$ cat src/rtl/rv32i_pkg.sv
// Shared RV32I definitions used by the execute-stage control logic.
//   exe_ctrl_state_e : execute-control sequencer states (2 bits, debug-visible)
//   OPCODE_LOAD      : major opcode of the LOAD instruction class
//   REG_ADDR_W       : register-file address width
package rv32i_pkg;

  localparam int unsigned REG_ADDR_W = 5;

  localparam logic [6:0] OPCODE_LOAD = 7'b0000011;

  typedef enum logic [1:0] {
    StRun     = 2'd0,
    StFlush   = 2'd1,
    StLdStall = 2'd2,
    StMemWait = 2'd3
  } exe_ctrl_state_e;

endpackage

$ cat src/rtl/rv32i_hazard_cmp.sv
// Combinational RAW compare between the decode instruction's sources and the
// ALU-stage destination. Shared by load-use detection and forwarding.
//   dec_ce, dec_rs1_addr, dec_rs2_addr : decode valid and source registers
//   alu_ce, alu_wr_rd, alu_rd_addr     : ALU valid, writes-rd, destination
//   hz1, hz2                           : rs1 / rs2 match a live non-x0 rd
module rv32i_hazard_cmp
  import rv32i_pkg::*;
(
  input  logic                  dec_ce,
  input  logic [REG_ADDR_W-1:0] dec_rs1_addr,
  input  logic [REG_ADDR_W-1:0] dec_rs2_addr,
  input  logic                  alu_ce,
  input  logic                  alu_wr_rd,
  input  logic [REG_ADDR_W-1:0] alu_rd_addr,
  output logic                  hz1,
  output logic                  hz2
);

  logic rd_live;

  // x0 is hardwired to zero, so a write to it never creates a dependency.
  assign rd_live = dec_ce & alu_ce & alu_wr_rd & (|alu_rd_addr);
  assign hz1     = rd_live & (dec_rs1_addr == alu_rd_addr);
  assign hz2     = rd_live & (dec_rs2_addr == alu_rd_addr);

endmodule

$ cat src/rtl/rv32i_exe_ctrl.sv
// Execute-stage pipeline control sequencer.
// Inputs : i_clk, i_rst_n (sync, active low), decode/ALU instruction info,
//          i_change_pc (taken branch/jump), i_mem_stall, i_clr_timeout.
// Outputs: o_stall / o_force_stall / o_flush to the ALU and front end,
//          o_fwd_rs1 / o_fwd_rs2 forwarding enables, o_timeout sticky
//          memory-stall watchdog, o_state debug view of the FSM.
// Every output is a flop, so each reflects inputs sampled one edge earlier.
module rv32i_exe_ctrl
  import rv32i_pkg::*;
#(
  parameter int unsigned FLUSH_CYCLES    = 2,
  parameter int unsigned LD_STALL_CYCLES = 1,
  parameter int unsigned STALL_TIMEOUT   = 64,
  parameter int unsigned CNT_W           = 7
) (
  input  logic                  i_clk,
  input  logic                  i_rst_n,
  input  logic                  i_dec_ce,
  input  logic [REG_ADDR_W-1:0] i_dec_rs1_addr,
  input  logic [REG_ADDR_W-1:0] i_dec_rs2_addr,
  input  logic                  i_alu_ce,
  input  logic                  i_alu_is_load,
  input  logic                  i_alu_wr_rd,
  input  logic [REG_ADDR_W-1:0] i_alu_rd_addr,
  input  logic                  i_alu_rd_valid,
  input  logic                  i_change_pc,
  input  logic                  i_mem_stall,
  input  logic                  i_clr_timeout,
  output logic                  o_stall,
  output logic                  o_force_stall,
  output logic                  o_flush,
  output logic                  o_fwd_rs1,
  output logic                  o_fwd_rs2,
  output logic                  o_timeout,
  output logic [1:0]            o_state
);

  localparam logic [CNT_W-1:0] FlushLoad  = CNT_W'(FLUSH_CYCLES - 1);
  localparam logic [CNT_W-1:0] LdLoad     = CNT_W'(LD_STALL_CYCLES - 1);
  localparam logic [CNT_W-1:0] TimeoutMax = CNT_W'(STALL_TIMEOUT - 1);

  exe_ctrl_state_e  state_q, state_d;
  logic [CNT_W-1:0] cnt_q, cnt_d;
  logic [CNT_W-1:0] wcnt_q, wcnt_d;
  logic             hz1, hz2, ld_hz, wd_hit;
  logic             stall_q, force_q, flush_q, fwd1_q, fwd2_q, timeout_q;
  logic             stall_d, force_d, flush_d, fwd1_d, fwd2_d, timeout_d;

  rv32i_hazard_cmp u_hazard_cmp (
    .dec_ce       (i_dec_ce),
    .dec_rs1_addr (i_dec_rs1_addr),
    .dec_rs2_addr (i_dec_rs2_addr),
    .alu_ce       (i_alu_ce),
    .alu_wr_rd    (i_alu_wr_rd),
    .alu_rd_addr  (i_alu_rd_addr),
    .hz1          (hz1),
    .hz2          (hz2)
  );

  assign ld_hz = (hz1 | hz2) & i_alu_is_load;

  // Next state: a taken branch beats everything, then a memory stall, then
  // a load-use bubble (only entered from RUN).
  always_comb begin
    state_d = state_q;
    cnt_d   = cnt_q;
    if (i_change_pc) begin
      state_d = StFlush;
      cnt_d   = FlushLoad;
    end else begin
      case (state_q)
        StRun: begin
          if (i_mem_stall) begin
            state_d = StMemWait;
          end else if (ld_hz) begin
            state_d = StLdStall;
            cnt_d   = LdLoad;
          end
        end
        StFlush: begin
          // The flush window is fixed length; a stall only decides where it ends.
          if (cnt_q == '0) begin
            state_d = i_mem_stall ? StMemWait : StRun;
          end else begin
            cnt_d = cnt_q - CNT_W'(1);
          end
        end
        StLdStall: begin
          // A memory stall already holds the pipe long enough to cover the load.
          if (i_mem_stall) begin
            state_d = StMemWait;
            cnt_d   = '0;
          end else if (cnt_q == '0) begin
            state_d = StRun;
          end else begin
            cnt_d = cnt_q - CNT_W'(1);
          end
        end
        StMemWait: begin
          if (!i_mem_stall) begin
            state_d = StRun;
          end
        end
        default: state_d = StRun;
      endcase
    end
  end

  // Output flops track the state being entered, so they line up with o_state.
  always_comb begin
    stall_d = (state_d == StMemWait);
    force_d = (state_d == StLdStall);
    flush_d = (state_d == StFlush);
    fwd1_d  = hz1 & ~i_alu_is_load & i_alu_rd_valid & (state_d != StFlush);
    fwd2_d  = hz2 & ~i_alu_is_load & i_alu_rd_valid & (state_d != StFlush);
  end

  // Watchdog: counts consecutive stall cycles, saturating at the trip point.
  always_comb begin
    wd_hit = (wcnt_q == TimeoutMax);
    if (!i_mem_stall) begin
      wcnt_d = '0;
    end else if (wd_hit) begin
      wcnt_d = wcnt_q;
    end else begin
      wcnt_d = wcnt_q + CNT_W'(1);
    end
    // Set has priority over a coincident clear.
    timeout_d = (i_mem_stall & wd_hit) | (timeout_q & ~i_clr_timeout);
  end

  always_ff @(posedge i_clk) begin
    if (!i_rst_n) begin
      state_q   <= StRun;
      cnt_q     <= '0;
      wcnt_q    <= '0;
      stall_q   <= 1'b0;
      force_q   <= 1'b0;
      flush_q   <= 1'b0;
      fwd1_q    <= 1'b0;
      fwd2_q    <= 1'b0;
      timeout_q <= 1'b0;
    end else begin
      state_q   <= state_d;
      cnt_q     <= cnt_d;
      wcnt_q    <= wcnt_d;
      stall_q   <= stall_d;
      force_q   <= force_d;
      flush_q   <= flush_d;
      fwd1_q    <= fwd1_d;
      fwd2_q    <= fwd2_d;
      timeout_q <= timeout_d;
    end
  end

  assign o_stall       = stall_q;
  assign o_force_stall = force_q;
  assign o_flush       = flush_q;
  assign o_fwd_rs1     = fwd1_q;
  assign o_fwd_rs2     = fwd2_q;
  assign o_timeout     = timeout_q;
  assign o_state       = state_q;

endmodule

$ cat config.mk
export PLATFORM = sky130hd
export DESIGN_NAME = rv32i_exe_ctrl
export DESIGN_NICKNAME = d
export VERILOG_FILES = /design/src/rtl/rv32i_pkg.sv /design/src/rtl/rv32i_hazard_cmp.sv /design/src/rtl/rv32i_exe_ctrl.sv
export SDC_FILE = /design/constraint.sdc
export NUM_CORES = 1
export LEC_CHECK = 0
export ABC_AREA = 1
export BUFFER_PORTS_ARGS = -buffer_cell sky130_fd_sc_hd__buf_2
export CORE_MARGIN = 2
export CORE_UTILIZATION = 52
export DETAILED_ROUTE_END_ITERATION = 7
export HOLD_SLACK_MARGIN = 0.05
export PLACE_DENSITY = 0.77
export SLEW_MARGIN = 0
export SYNTH_ARGS = -nofsm -noshare
export SYNTH_HDL_FRONTEND = slang
export SYNTH_SLANG_ARGS = --single-unit
$ cat constraint.sdc
create_clock -name i_clk -period 2.8 [get_ports i_clk]
set_input_delay 0.28 -clock i_clk [delete_from_list [all_inputs] [get_ports i_clk]]
set_output_delay 0.28 -clock i_clk [all_outputs]
set_load 0.05 [all_outputs]
==> summary.md <==
| Metric | Value |
|---|---|
| Mux share of post-synthesis cell area | `0%` |
| HPWL after DPL | `approximately 2200 um` |
| Critical path class | `reg2reg` |
| # Post-CTS Setup Buffers | `0` |
| GRT overflow | `0` |
| Rows | `19` |
| Synth Area in Simple Gates | `37.1%` |
| Fin cells | `approximately 280` |
| Avg Inst Size Synth | `just under 7 sq um` |
| P&R area growth vs syn | `17.2%` |
| IO buf count | `32` |
| Clock latency on the worst-skew pair | `slightly above 0.3 ns` |
| RSZ-0062 raised after global routing | `no` |
| CTS tree | `yes` |
| Multi-input gate area | `890 sq um` |
| DR vias | `~1.3k` |
| Fin. Hold Viols | `0` |
| Synthesized area | `0.00144 sq mm` |
| Worst slew pin tran | `around 0.35 ns` |
| CP Capture Type | `register` |
| Worst EP arrival | `around 2.1 ns` |
| Power density cells | `approximately 460 mW/mm^2` |
| Total power | `approximately 780 uW` |
| Hold Path Class | `in2reg` |
| Main flop type after synthesis | `dfxtp_1` |
| Number of max-cap violations | `0` |
| Post-CTS Hold Buffers | `0` |
| TritonRoute pass-1 iters | `4` |
| Post-place setup slack | `about 1.1 ns` |
| Antenna Nets Post-Route | `0` |
| Asr flop ratio synth | `0%` |
| # fillers | `~270` |
| Pin count of the biggest net entering global routing | `14` |
| Hold Path Origin | `i_clr_timeout` |
| Detailed Route WL | `between 2000 and 3000 um` |
| Largest family of logic cells by synthesized area | `simple AND/OR/NAND/NOR gates` |
| CTS Root Cell | `clkbuf_4` |
| Max-slew violation count | `0` |
| Yosys reg bits | `22` |
| Longest Clk Path Bufs | `2` |
| R2r worst-path depth | `8` |
| H-tree levels | `1` |
| Die W | `around 57 um` |
| Hold path cells | `2` |
| Worst Skew | `approximately 0.0017 ns` |
| Adder-Cell Fraction of Synth Area | `~6.1%` |
| Dpl cells | `between 200 and 300` |
| Fmax | `~550 MHz` |
| Overall Global Routing Usage | `18.7%` |
| Vias in the first global route | `1192` |
| Setup TNS | `0 ns` |
| Starting Density | `a little over half` |
| First-pass GRT wire length | `between 4000 and 5000 um` |
| Synth Instances | `~210` |
| WP data required | `just over 3 ns` |
| Syn Nets | `about 240` |
| GP Congestion | `roughly 0.80` |
| CTS Buf Count | `3` |
| Post-Synth XOR/XNOR Area | `under 10%` |
| Initial antenna violation count | `0` |
| Unique masters post-synth | `26` |
| Leakage | `about 0.00086 uW` |
| Worst reg2reg path endpoint | `cnt_q[0]` |
| Vias per inst | `~4.9` |
| Clock slew at reported path FFs | `roughly 0.13 ns` |
| Post_cts resized | `0` |
| Final min period | `about 1.8 ns` |
| I/O pin cnt | `33` |
| Status | `completed` |
| Compound-gate portion of the synthesized area | `9.58%` |
| Sequential share of the synthesized area | `about 31%` |
| Yosys warning count | `0` |
| Reg2Reg Launch Point | `o_state[0]` |
| Critical Path Source Type | `register` |
| 1st-iter DRT viols | `34` |
| Setup slack, reg-to-reg | `approximately 1 ns` |
| Fin crit share | `64.5%` |
| Setup violations, final | `0` |
| Total Die Area | `roughly 0.0032 sq mm` |
| Register Area | `approximately 440 sq um` |
| # DRC | `0` |
| Maximum vdd drop | `0.386 mV` |
| Setup WS post-layout | `just under 1 ns` |
| DIE HEIGHT | `roughly 57 um` |
| Worst-path fanout max | `7` |
| Final net count | `280` |
| Sinks on Clock Net | `22` |
| Fraction of layout cells with a size suffix above 1 | `around a fifth` |
| WHS | `~0.15 ns` |
| EDFF count, synth | `0` |
| Slew headroom | `about three quarters` |
| Wirelength per Cell | `~9.9 um` |
| Core Box Area | `0.00269 sq mm` |
| # diodes | `0` |
| Endpoint, Worst Hold | `o_timeout` |
-- area by class of cell --
class | count | area share (%)
well taps | 31 | 2.30
inverters | 27 | 6.02
repair buffers | 32 | 9.52
clock inverters | 1 | 1.78
clock buffers | 3 | 1.34
multi-input cells | 162 | 52.9
flip-flops and latches | 22 | 26.2
-- critical path, cell delays in order, from the launching register on --
cell	delay (ns)
dfxtp_1	0.48
inv_1	0.11
ha_1	0.31
inv_1	0.07
nor3_2	0.27
o21ai_0	0.14
o21bai_1	0.15
nand3_1	0.09
a21oi_1	0.13
-- kinds of logic after synthesis --
kind of cell | Yosys count
buffers and inverters | 28
adder cells (fa/ha/maj) | 7
flip-flops | 22
XOR/XNOR | 15
AND/OR/NAND/NOR | 116
AO/OA/AOI/OAI | 24
-- cells in the mapped netlist (all sizes together), types with 4 or more instances --
cell type,n,area [sq um]
nor2,39,169
nor3,4,25.0
dfxtp,22,440
xor2,9,78.8
nand2,52,203
xnor2,6,52.6
o21ai,8,40.0
a21oi,12,63.8
inv,27,101
nand3,16,103
ha,7,87.6
-- per-stage QoR --
| step | cell area, sq um | util, % |
|---|---|---|
| floorplan | 1440 | - |
| global placement | 1630 | 60.7 |
| detailed placement | 1630 | 60.7 |
| CTS | 1680 | 62.6 |
| global route | 1680 | 62.6 |
| finish | 1680 | 62.6 |
-- layer usage --
layer / GRT usage, % / part of all wire, % / routed length, um / vias up
met5: 0 / 0 / 0 / -
met2: 32.4 / 46 / 1260 / 28
met3: 3.69 / 3.9 / 106 / 5
li1: - / - / - / 738
met1: 23.9 / 49 / 1360 / 578
met4: 4.08 / 0.84 / 23 / 0
-- worst max-delay path by stage --
stage,start,endpoint
after floorplan,o_state[0],cnt_q[0]
final,o_state[0],cnt_q[0]
after CTS,o_state[0],cnt_q[0]
after global placement,o_state[0],cnt_q[0]
after detailed placement,o_state[0],cnt_q[0]
after global routing,o_state[1],cnt_q[0]
-- flip-flops by register name, indices dropped and copies added (netlist names) --
| register | cells |
|---|---|
| o_flush | 1 |
| o_timeout | 1 |
| o_force_stall | 1 |
| o_state | 2 |
| cnt_q | 7 |
| o_fwd_rs2 | 1 |
| o_fwd_rs1 | 1 |
| wcnt_q | 7 |
| o_stall | 1 |
-- report_power, final --
| part | total, uW | switching [uW] | internal, uW |
|---|---|---|---|
| Sequential | 335 | 11.3 | 324 |
| Combinational | 200 | 126 | 73.5 |
| Clock | 244 | 99.6 | 145 |
-- cells in the final DEF, fill, tap and decap left out, types with 3 or more instances in the layout --
cell type  count
a21oi_1       11
nand2_2        3
clkbuf_4       3
nor3_1         3
inv_1         26
nor2_4         3
nand3_1       13
xnor2_1        6
buf_2         32
o21ai_0        8
dfxtp_1       22
nand2_1       49
nor2_1        36
xor2_1         9
ha_1           7
No activity file was read; power rests on OpenSTA's default activity.
